==> src/rtl/fetch_unit.sv <==
`default_nettype none
// ============================================================================
//  Module      : fetch_unit
//  Description : Instruction-fetch front end. Owns the PC, issues one word
//                read per cycle to inst_rom under a credit limit, buffers the
//                returned words with their PC in a prefetch queue, hands them
//                to decode over valid/ready, and applies branch/jump/register
//                /restart redirects with flush. A misaligned register target
//                halts fetch in a sticky fault state until reset.
//  Revision    : 1.0 - initial release
// ============================================================================
module fetch_unit #(
  parameter int              XLEN     = 32,
  parameter int              DEPTH    = 4,
  parameter logic [XLEN-1:0] RESET_PC = XLEN'(32'h0040_0000)
) (
  input  logic            clock,
  input  logic            reset,
  output logic            imem_req,
  output logic [XLEN-1:0] imem_addr,
  input  logic [31:0]     imem_rdata,
  output logic            inst_valid,
  input  logic            inst_ready,
  output logic [31:0]     inst,
  output logic [XLEN-1:0] inst_pc,
  input  logic            redir_valid,
  input  logic [1:0]      redir_mode,
  input  logic [XLEN-1:0] redir_base,
  input  logic [25:0]     redir_imm,
  input  logic [XLEN-1:0] redir_reg,
  output logic            fault,
  output logic [XLEN-1:0] fault_pc
);

  localparam int              PW        = $clog2(DEPTH);
  localparam int              CW        = $clog2(DEPTH) + 1;
  localparam logic [CW-1:0]   DEPTH_C   = CW'(DEPTH);
  localparam logic [1:0]      MODE_BR   = 2'd0;
  localparam logic [1:0]      MODE_JMP  = 2'd1;
  localparam logic [1:0]      MODE_REG  = 2'd2;
  localparam logic [XLEN-1:0] JUMP_MASK = {{(XLEN-28){1'b1}}, 28'h0};

  typedef enum logic [0:0] {
    ST_RUN   = 1'b0,
    ST_FAULT = 1'b1
  } state_t;

  state_t          state_q;
  state_t          state_d;

  logic [XLEN-1:0] fetch_pc;
  logic [31:0]     q_inst [DEPTH];
  logic [XLEN-1:0] q_pc   [DEPTH];
  logic [PW-1:0]   head;
  logic [PW-1:0]   tail;
  logic [CW-1:0]   count;
  logic            inflight;
  logic [XLEN-1:0] inflight_pc;

  logic [XLEN-1:0] pc_plus4;
  logic [XLEN-1:0] br_off;
  logic [XLEN-1:0] target;
  logic [CW-1:0]   credit;
  logic            do_redirect;
  logic            do_fault;
  logic            flush;
  logic            push;
  logic            pop;

  // Redirect target for the requested mode; all sums wrap at XLEN bits.
  always_comb begin
    pc_plus4 = redir_base + XLEN'(4);
    br_off   = {{(XLEN-18){redir_imm[15]}}, redir_imm[15:0], 2'b00};
    target   = RESET_PC;
    case (redir_mode)
      MODE_BR:  target = pc_plus4 + br_off;
      MODE_JMP: target = (pc_plus4 & JUMP_MASK) | XLEN'({redir_imm, 2'b00});
      MODE_REG: target = redir_reg;
      default:  target = RESET_PC;
    endcase
  end

  // Words already buffered plus the one on its way back from the ROM.
  assign credit = count + CW'(inflight);

  // Run/fault state register.
  always_ff @(posedge clock) begin
    if (reset) state_q <= ST_RUN;
    else       state_q <= state_d;
  end

  // Next state plus issue/redirect decisions; reset overrides everything.
  always_comb begin
    state_d     = state_q;
    imem_req    = 1'b0;
    do_redirect = 1'b0;
    do_fault    = 1'b0;
    case (state_q)
      ST_RUN: begin
        if (redir_valid) begin
          if (redir_mode == MODE_REG && target[1:0] != 2'b00) begin
            state_d  = ST_FAULT;
            do_fault = 1'b1;
          end else begin
            do_redirect = 1'b1;
          end
        end else if (credit < DEPTH_C) begin
          imem_req = 1'b1;
        end
      end
      default: state_d = state_q;
    endcase
    if (reset) begin
      state_d     = ST_RUN;
      imem_req    = 1'b0;
      do_redirect = 1'b0;
      do_fault    = 1'b0;
    end
  end

  assign flush      = do_redirect | do_fault;
  assign inst_valid = !reset && (state_q == ST_RUN) && (count != '0);
  assign push       = inflight & ~flush;
  assign pop        = inst_valid & inst_ready & ~flush;
  assign imem_addr  = fetch_pc;
  assign inst       = q_inst[head];
  assign inst_pc    = q_pc[head];
  assign fault      = (state_q == ST_FAULT);

  // PC, queue pointers/occupancy, in-flight tracking and fault capture.
  always_ff @(posedge clock) begin
    if (reset) begin
      fetch_pc    <= RESET_PC;
      head        <= '0;
      tail        <= '0;
      count       <= '0;
      inflight    <= 1'b0;
      inflight_pc <= '0;
      fault_pc    <= '0;
    end else begin
      inflight    <= imem_req;
      inflight_pc <= fetch_pc;
      if (do_redirect)   fetch_pc <= target;
      else if (imem_req) fetch_pc <= fetch_pc + XLEN'(4);
      if (do_fault) fault_pc <= target;
      if (flush) begin
        head  <= '0;
        tail  <= '0;
        count <= '0;
      end else begin
        if (push) tail <= tail + PW'(1);
        if (pop)  head <= head + PW'(1);
        case ({push, pop})
          2'b10:   count <= count + CW'(1);
          2'b01:   count <= count - CW'(1);
          default: count <= count;
        endcase
      end
    end
  end

  // Queue storage: the returning word lands at the tail with its PC.
  always_ff @(posedge clock) begin
    if (!reset && push) begin
      q_inst[tail] <= imem_rdata;
      q_pc[tail]   <= inflight_pc;
    end
  end

endmodule
`default_nettype wire

==> config.mk <==
export PLATFORM = sky130hd
export DESIGN_NAME = fetch_unit
export DESIGN_NICKNAME = d
export VERILOG_FILES = /design/src/rtl/fetch_unit.sv
export SDC_FILE = /design/constraint.sdc
export NUM_CORES = 1
export LEC_CHECK = 0
export ABC_AREA = 1
export BUFFER_PORTS_ARGS = -buffer_cell sky130_fd_sc_hd__buf_2
export CAP_MARGIN = 20
export CORE_MARGIN = 2
export CORE_UTILIZATION = 50
export CTS_BUF_LIST = sky130_fd_sc_hd__clkbuf_2 sky130_fd_sc_hd__clkbuf_4 sky130_fd_sc_hd__clkbuf_8
export CTS_CLUSTER_DIAMETER = 200
export DETAILED_ROUTE_END_ITERATION = 6
export GPL_TIMING_DRIVEN = 0
export HOLD_SLACK_MARGIN = 0.15
export PLACE_DENSITY = 0.71
export SYNTH_ARGS = -nofsm -noshare
export SYNTH_HDL_FRONTEND = slang
export SYNTH_SLANG_ARGS = --single-unit
==> constraint.sdc <==
create_clock -name clock -period 4.85 [get_ports clock]
set_input_delay 0 -clock clock [delete_from_list [all_inputs] [get_ports clock]]
set_output_delay 0 -clock clock [all_outputs]
set_load 0.01 [all_outputs]
---- Yosys cells after proc, flatten, opt, wreduce, memory -nomap -nowiden ----
Memory sizes are Yosys's and may differ from the RTL's. A register that Yosys moved wholly into a read port is not among the register bits.
Index checks and enable logic that the tools add are counted.
W data, S select, Z words.
word-level totals
  output and inout port bits .............. 131
  memories ................................ 2
  bits in writable memories ............... 256
  word-level logic and storage cells ...... 64
  register bits ........................... 105
  bits of input ports ..................... 128
memories
  memory  depth  bits a word  read ports  clocked after Yosys merged registers in  write ports  RTL line  text
  q_inst  4      32           1           1                                        1            52        logic [31:0] q_inst [DEPTH];
  q_pc    4      32           1           1                                        1            53        logic [XLEN-1:0] q_pc [DEPTH];
operators by class
  bitwise gates (word level) .............. 7
  magnitude comparators ................... 1
  multiplexer cells ....................... 23
  add/subtract/negate cells ............... 8
  equal/unequal tests ..................... 4
  reductions and logical operators ........ 11
operators with widths
  kind                     count
  $pmux W32 S3             1
  $add A32 B3 Y32 const B  2
  $mux W32                 2
  $add A32 B32 Y32         1
  $or A32 B28 Y32          1
  $mux W1                  15
  $mux W2                  4
  $pmux W3 S2              1
  $reduce_bool A2 Y1       3
  $add A2 B1 Y2 const B    2
  $eq A2 B1 Y1 const B     2
  $eq A2 B2 Y1 const B     2
  $logic_and A1 B1 Y1      4
  $add A3 B1 Y3            1
  $add A3 B1 Y3 const B    1
  $and A1 B1 Y1            3
  $lt A3 B3 Y1 const B     1
  $reduce_bool A3 Y1       1
  $sub A3 B1 Y3 const B    1
  $logic_not A2 Y1         1
  $not A1 Y1               2
  $reduce_or A2 Y1         1
  $logic_not A1 Y1         1
  $or A1 B1 Y1             1

---- Depth between registers and ports, before layout ----
Gate-level depths: netlist (run 1).
  depth after elaboration ................. 15
  depth in mapped cells ................... 25
  mapped depth without buffers ............ 25

---- Worst setup path before layout (run 1) ----
No wires, ideal clock.
  path type ............................... register to register
  start point ............................. reg state_q (netlist: fault)
  end point ............................... mem q_inst[0][0], enable pin
  library setup time ...................... 0.486 ns
  data required time ...................... 4.364 ns
  clock period less this slack ............ 4.094 ns
  buffers on the path ..................... 0
  data arrival time ....................... 3.607 ns
  cell stages (with the launch flop) ...... 5
  setup slack ............................. 0.756 ns
  cells stage by stage .................... dfxtp_1 inv_1 a21oi_1 nand2_1 nor2_1
between the ends
  word-level cells in the longest chain between the ends .. 8
  elaborated cells between the ends (all ways) .. 10
  classes of those cells .................. mux (6); bitwise (3); reduce/logical (1)
RTL lines
  what                               RTL line  text
  from (decl)                        48        state_t state_q;
  from (signal assigned)             89        else state_q <= state_d;
  $mux W1                            98        case (state_q)
  $mux W1                            113       if (reset) begin
  $or A1 B1 Y1 (*)                   121       assign flush = do_redirect | do_fault;
  $not A1 Y1 (*)                     123       assign push = inflight & ~flush;
  $and A1 B1 Y1 (*)                  123
  $logic_and A1 B1 Y1 (*)            164       if (!reset && push) begin
  $mux W1 (*)                        164
  $mux W1 (not written as such) (*)  165       q_inst[tail] <= imem_rdata;
  to (decl)                          52
Mark *: on every way between the ends. The rest lies on a longest branch, timed or not.

---- Final worst setup path (run 1) ----
  start point ............................. in redir_base[2]
  end point ............................... reg fault_pc[31]
between the ends
  word-level cells in the longest chain between the ends .. 3
  elaborated cells between the ends (all ways) .. 4
  classes of those cells .................. add/sub (2); mux (1); bitwise (1)
RTL lines
  what                                                        RTL line  text
  from (decl)                                                 28        input logic [XLEN-1:0] redir_base,
  $add A32 B3 Y32 (*)                                         72        pc_plus4 = redir_base + XLEN'(4);
  $add A32 B32 Y32 / $or A32 B28 Y32 (equally long branches)  76, 77
  $pmux W32 S3 (*)                                            75        case (redir_mode)
  to (signal assigned)                                        145       if (do_fault) fault_pc <= target;
  to (decl)                                                   32        output logic [XLEN-1:0] fault_pc
Marked as above.
A chain may end at the register's enable or synchronous reset.

==> reports/qor.txt, run 1 <==
Effective utilization at floorplan = 50.72%
Ports = 259
Ranking of synthesized cells by area = edfxtp_1 (44%), dfxtp_1 (12%), nand2_1 (9.1%)
Max clock buf depth = 3
Area growth from synthesis to final layout = 26.70%
Unrepaired setup endpoints after global routing = no
Commonest register cell after synthesis = edfxtp_1
DR vias/cell = 5.313
Pre-antenna DRT Iters = 7
Clock Latency Late Sink = 610 ps
Slew headroom = 38.42%
Max stage delay on crit path = 570 ps
Setup WS post-layout = 1407 ps
Final design utilization = 64.26%
Worst-Margin Slew = 921.7 ps
Placed cell areas = 19530 µm²
Clock-pin slew on the worst setup and hold paths = 60 ps
Top cell type's share of synthesized area = 43.99%
Starting DRT DRC Count = 1014
N_diodes = 0
Achievable frequency = 290.5 MHz
Via count = 15600
Sequential area share after synthesis = 56.24%
Crit-path slowest cell = dlygate4sd3_1
FF+latch count, synth = 363
DRT Wirelength = 54710 µm
Clock root cell = clkbuf_8
Final setup vio count = 0
# Post-CTS Setup Buffers = 0
Cells after Synth = 1966
Setup TNS = 0 ps
Total grt overflow = 0
Area leader, netlist = edfxtp_1
Ys Warns = 0
Critical path arrival = 3950 ps
Cell Area, Synth = 17480 µm²
Core area = 34460 µm²
Vias in the first global route = 15800
Worst path most repeated cell = nand2_1
First-pass GRT wire length = 83090 µm
Post-placement setup slack = 1343 ps
Crit-path max FO = 4
Placed Cells incl. Taps = 2686
CTS H-Tree Depth = 2
Port bufs = 257
WS Path Type = in -> reg
CP endpoint kind = flip-flop
Fin Hold WS = 203.6 ps
Initial antenna violation count = 0
Fin area = 22140 µm²
Fin nets = 2607
Pleak = 9.535 nW
CP required = 5360 ps
Largest net degree at the start of global routing = 28
Maximum vdd drop = 0.2561 mV
Status = complete, but fails checks
Routed Antenna Nets = 0
Max-Cap Viols = 0
Clock skew = 25.74 ps
Die Span Y = 191.0 µm
Cell Rows = 68
DIE WIDTH = 191.0 µm
Final Hold Fails = 0
Pwr/cell area = 313.9 nW/µm²
DRC viols = 5
Min Tclk post-route = 3443 ps
Hold WC Path Type = in -> reg
DR WL/cell = 18.64 µm
RD Place Congestion = 0.9701
Filler cells = 2879
Number of synthesized flops with an enable pin = 256
Asr flop ratio synth = 0%
Share of cells above drive strength 1 = 16.05%
Violated checks = design-rule violations
Nature of the critical path startpoint = primary input
Syn Nets = 2136
Final cell count without fillers = 2935
Avg Inst Size Synth = 8.890 µm²
Die area = 36470 µm²
Overall routing resource usage = 29.77%
Final Total Pwr = 6.951 mW
Synth cell types = 40
Detailed placement HPWL = 40490 µm
CTS tree = yes
CTS buffer count = 54
Final Max Slew Viols = 0
Sink Count = 363
Final worst-path cycle share = 70.99%
==> registers in the layout (all words and copies together), names as in the netlist, named ones only <==
name         count
count            3
fault            1
fault_pc        32
head             2
imem_addr       32
inflight         1
inflight_pc     32
q_inst         128
q_pc           128
tail             2
==> cells in the mapped netlist (4+ instances only) <==
| library cell | n |
|---|---|
| buf_2 | 11 |
| a31oi_1 | 11 |
| xnor2_1 | 14 |
| buf_1 | 6 |
| inv_2 | 7 |
| a21oi_1 | 42 |
| o22ai_1 | 70 |
| xor2_1 | 36 |
| clkbuf_1 | 51 |
| ha_1 | 40 |
| or2_2 | 7 |
| dfxtp_1 | 107 |
| edfxtp_1 | 256 |
| buf_4 | 5 |
| nand4_1 | 15 |
| nor3_1 | 25 |
| nor4_1 | 4 |
| nand3b_1 | 4 |
| o21ai_1 | 10 |
| nand3_1 | 109 |
| o21a_1 | 10 |
| o21bai_1 | 10 |
| nand2_1 | 425 |
| inv_1 | 202 |
| nor2_1 | 276 |
| and3_1 | 5 |
| o21ai_0 | 172 |
| a22o_1 | 14 |
| o211ai_1 | 5 |
==> report_power, final <==
part,internal [mW],total (mW),switching (mW),leakage (nW)
combinational,0.365,0.921,0.556,5.73
clock,1.36,2.53,1.17,0.593
sequential,3.41,3.50,0.0867,3.21
total,5.14,6.95,1.81,9.54
==> placed cells by master (no fill, tap or decap), types with 20 or more instances in the layout <==
master / n
ha_1: 40
clkbuf_1: 51
edfxtp_1: 256
clkbuf_8: 57
nand2_1: 425
nor3_1: 25
dlygate4sd3_1: 150
o22ai_1: 70
xor2_1: 36
buf_2: 268
nor2_1: 272
dfxtp_1: 107
inv_1: 202
clkbuf_4: 20
a21oi_1: 42
o21ai_0: 172
nand3_1: 109
==> critical path, delay by kind of cell <==
family / cells / cell delay [ps]
XOR/XNOR: 1 / 130
adder cells (fa/ha/maj): 1 / 340
buffers and inverters: 7 / 920
AND/OR/NAND/NOR: 18 / 2560
==> cells by family (layout without fill, tap and decap cells) <==
logic type,count (synthesis),after routing,share of synthesized area [%]
AND/OR/NAND/NOR,882,882,20.70
adder cells (fa/ha/maj),42,42,3.093
flip-flops,363,363,56.24
buffers and inverters,283,797,6.264
XOR/XNOR,50,50,2.506
AO/OA/AOI/OAI,346,346,11.19
==> path summary, 6_finish.rpt <==
path | startpoint | to | slack, ps | cells after the start
worst min-delay path | imem_rdata[26] | q_inst[0][26] | 200 | 2
worst max-delay path | redir_base[2] | fault_pc[31] | 1410 | 27
worst min register to register | inflight_pc[18] | q_pc[1][18] | 470 | 0
worst max register to register | fault | q_inst[1][4] | 2340 | 6
==> routing by layer <==
layer | share of wire [%] | track usage [%] | wire (µm)
met5 | 0 | 0 | 0
met2 | 51 | 54.25 | 27720
met4 | 4.0 | 13.33 | 2209
met3 | 6.7 | 4.535 | 3680
met1 | 39 | 34.44 | 21100
==> repair_timing <==
item | in CTS | in global routing
gates resized for setup | 0 | 0
hold buffers | 150 | 0
endpoints found under the hold margin | 214 | 0
==> area by class of cell <==
| type | count | area (µm²) | share of cell area [%] |
|---|---|---|---|
| Sequential cell | 363 | 9829 | 44.39 |
| Multi-Input combinational cell | 1320 | 6583 | 29.73 |
| Timing Repair Buffer | 415 | 2955 | 13.35 |
| Clock buffer | 77 | 934.6 | 4.221 |
| Inverter | 210 | 788.3 | 3.560 |
| Tap cell | 455 | 569.3 | 2.571 |
| Buffer | 73 | 306.5 | 1.384 |
| Clock inverter | 22 | 176.4 | 0.7967 |
(Power assumes the default switching activity.)
==> run 2, diff against run 1 <==
--- a/config.mk
+++ b/config.mk
@@ -15,7 +15,7 @@
 export DETAILED_ROUTE_END_ITERATION = 6
 export GPL_TIMING_DRIVEN = 0
 export HOLD_SLACK_MARGIN = 0.15
-export PLACE_DENSITY = 0.71
+export PLACE_DENSITY = 0.74
 export SYNTH_ARGS = -nofsm -noshare
 export SYNTH_HDL_FRONTEND = slang
 export SYNTH_SLANG_ARGS = --single-unit
==> constraint.sdc (replaced) <==
create_clock -name clock -period 2.9 [get_ports clock]
set_input_delay 0 -clock clock [delete_from_list [all_inputs] [get_ports clock]]
set_output_delay 0 -clock clock [all_outputs]
set_load 0.01 [all_outputs]
==> run 2 against run 1 <==
  * The run now ends clean
  * Combinational power is 67% higher
  * Routed wire length is 1.0% higher
  * Critical path depth down 16
  * Clock skew is 6.3 ps lower
  * Clock power rose by 78%
  * Sequential share of layout area is 0.11 points lower
  * Worst hold slack worse by 28 ps
  * Largest power group unchanged
  * Final area increased by 0.25%
  * Cell count fell by 0.34%
==> reports/qor.txt, run 2 (synthesis gave the netlist of run 1 again) <==
Sink Count = 363 (unchanged)
Pwr/cell area = 536.3 nW/µm² (+71%)
Effective utilization at floorplan = 50.72% (unchanged)
Largest net degree at the start of global routing = 30 (+7.1%)
Die area = 36470 µm² (unchanged)
Pleak = 9.537 nW (about the same)
Max-Cap Viols = 0 (unchanged)
DRT Wirelength = 55280 µm (+1.0%)
Unrepaired setup endpoints after global routing = yes
Final setup vio count = 0 (unchanged)
Crit-path max FO = 10 (+6)
Maximum vdd drop = 0.3440 mV (+34%)
CTS tree = yes
Pre-antenna DRT Iters = 5 (-2)
Hold WC Path Type = in -> reg
First-pass GRT wire length = 83700 µm (+0.74%)
Worst-Margin Slew = 774.1 ps (-147.6 ps)
CP required = 3380 ps (-1980 ps)
Cell family with most CP delay = buffers and inverters
Final Hold Fails = 0 (unchanged)
WS Path Type = in -> reg
Port bufs = 257 (unchanged)
Commonest cells after routing, fill and taps aside = nand2_1 (423), buf_2 (268), nor2_1 (267), edfxtp_1 (256), inv_1 (202)
Crit-path slowest cell = dlygate4sd3_1
Core area = 34460 µm² (unchanged)
Clock Latency Late Sink = 600 ps (about the same)
CP endpoint kind = flip-flop
Final Max Slew Viols = 0 (unchanged)
Die Span Y = 191.0 µm (unchanged)
Vias in the first global route = 15870 (+0.41%)
Max clock buf depth = 3 (unchanged)
Status = finished clean
RD Place Congestion = 0.9347 (-3.6%)
Routed Antenna Nets = 0 (unchanged)
DR WL/cell = 18.90 µm (+1.4%)
DR vias/cell = 5.398 (+1.6%)
CTS buffer count = 53 (-1.9%)
Commonest non-fill, non-tap cell in the layout = nand2_1
Share of cells above drive strength 1 = 16.96% (+0.92 points)
Worst path most repeated cell = dlygate4sd3_1
Ports = 259 (unchanged)
Overall routing resource usage = 30.12% (+0.35 points)
DRC viols = 0 (-5)
CP Buf/Inv Count = 6 (-1)
Total grt overflow = 0 (unchanged)
Starting DRT DRC Count = 1076 (+6.1%)
N_diodes = 0 (unchanged)
Fin Hold WS = 175.7 ps (-27.93 ps)
Via count = 15790 (+1.2%)
Clock root cell = clkbuf_8
Initial antenna violation count = 0 (unchanged)
CTS H-Tree Depth = 2 (unchanged)
Nature of the critical path startpoint = primary input
Detailed placement HPWL = 40470 µm (about the same)
Worst path cell trace = dlygate4sd3_1, buf_2, inv_2, nand2_1, dlygate4sd3_1, nor2_2, nand2_1, nor3_4, buf_2, a31oi_1, dlygate4sd3_1
Slew headroom = 48.39% (+10 points)
Clock skew = 19.44 ps (-6.295 ps)
Cell Rows = 68 (unchanged)
Area growth from synthesis to final layout = 27.02%
Achievable frequency = 365.6 MHz
Final design utilization = 64.42% (+0.16 points)
Final worst-path cycle share = 94.31%
Min Tclk post-route = 2735 ps
DIE WIDTH = 191.0 µm (unchanged)
Clock-pin slew on the worst setup and hold paths = 70 ps (about the same)
Largest regs = q_inst (128), q_pc (128)
Fin nets = 2595 (-0.46%)
Max stage delay on crit path = 630 ps (+60 ps)
Critical path arrival = 3220 ps (-730 ps)
[run 2: through the flow]
step                      TNS (ps)  setup slack [ps]  power, mW  instances  instance area, µm²
after floorplan             -43920            -171.6      6.720       1966               17490
after global placement     -384470             -1503      7.276       2678               19340
after detailed placement    -10830            -683.2      7.301       2686               19550
after CTS                        0             13.35      11.90       2924               22110
after global routing        -9.112            -9.112      12.32       2925               22200
final                            0             165.0      11.90       2925               22200
[run 2: worst paths after layout]
kind,from,to,slack (ps),cells after the start
max,redir_mode[0],fault_pc[0],160,11
min,imem_rdata[7],q_inst[1][7],180,2
max reg2reg,fault,q_inst[1][10],340,6
min reg2reg,fault_pc[5],fault_pc[5],480,2
[run 2: area by class of cell]
cell class                      instances  area [µm²]
Clock buffer                           68       867.1
Clock inverter                         32       314.1
Buffer                                 72       310.3
Timing Repair Buffer                  405        2865
Fill cell                            2845       12260
Sequential cell                       363        9829
Inverter                              210       788.3
Tap cell                              455       569.3
Multi-Input combinational cell       1320        6655
[run 2: metal layers]
layer  GRT usage (%)  vias up  routed length [µm]
met5               0        -                   0
li1                -     7566                   -
met1           34.67     7418               21180
met3           4.223      136                3437
met4           13.30        0                2182
met2           55.43      668               28470
[run 2: repair_timing]
action                                  in CTS  in global routing
resized for setup                            1                 29
buffers inserted                             0                  2
hold buffers                               138                  0
hold endpoints to repair                   216                  0
endpoints found under the setup margin       2                 72
pin swaps                                    0                  4
[run 2: where the power goes]
part	total (mW)	switching, mW	internal [mW]
registers	5.85	0.147	5.70
logic	1.54	0.940	0.604
clock network	4.51	1.99	2.52
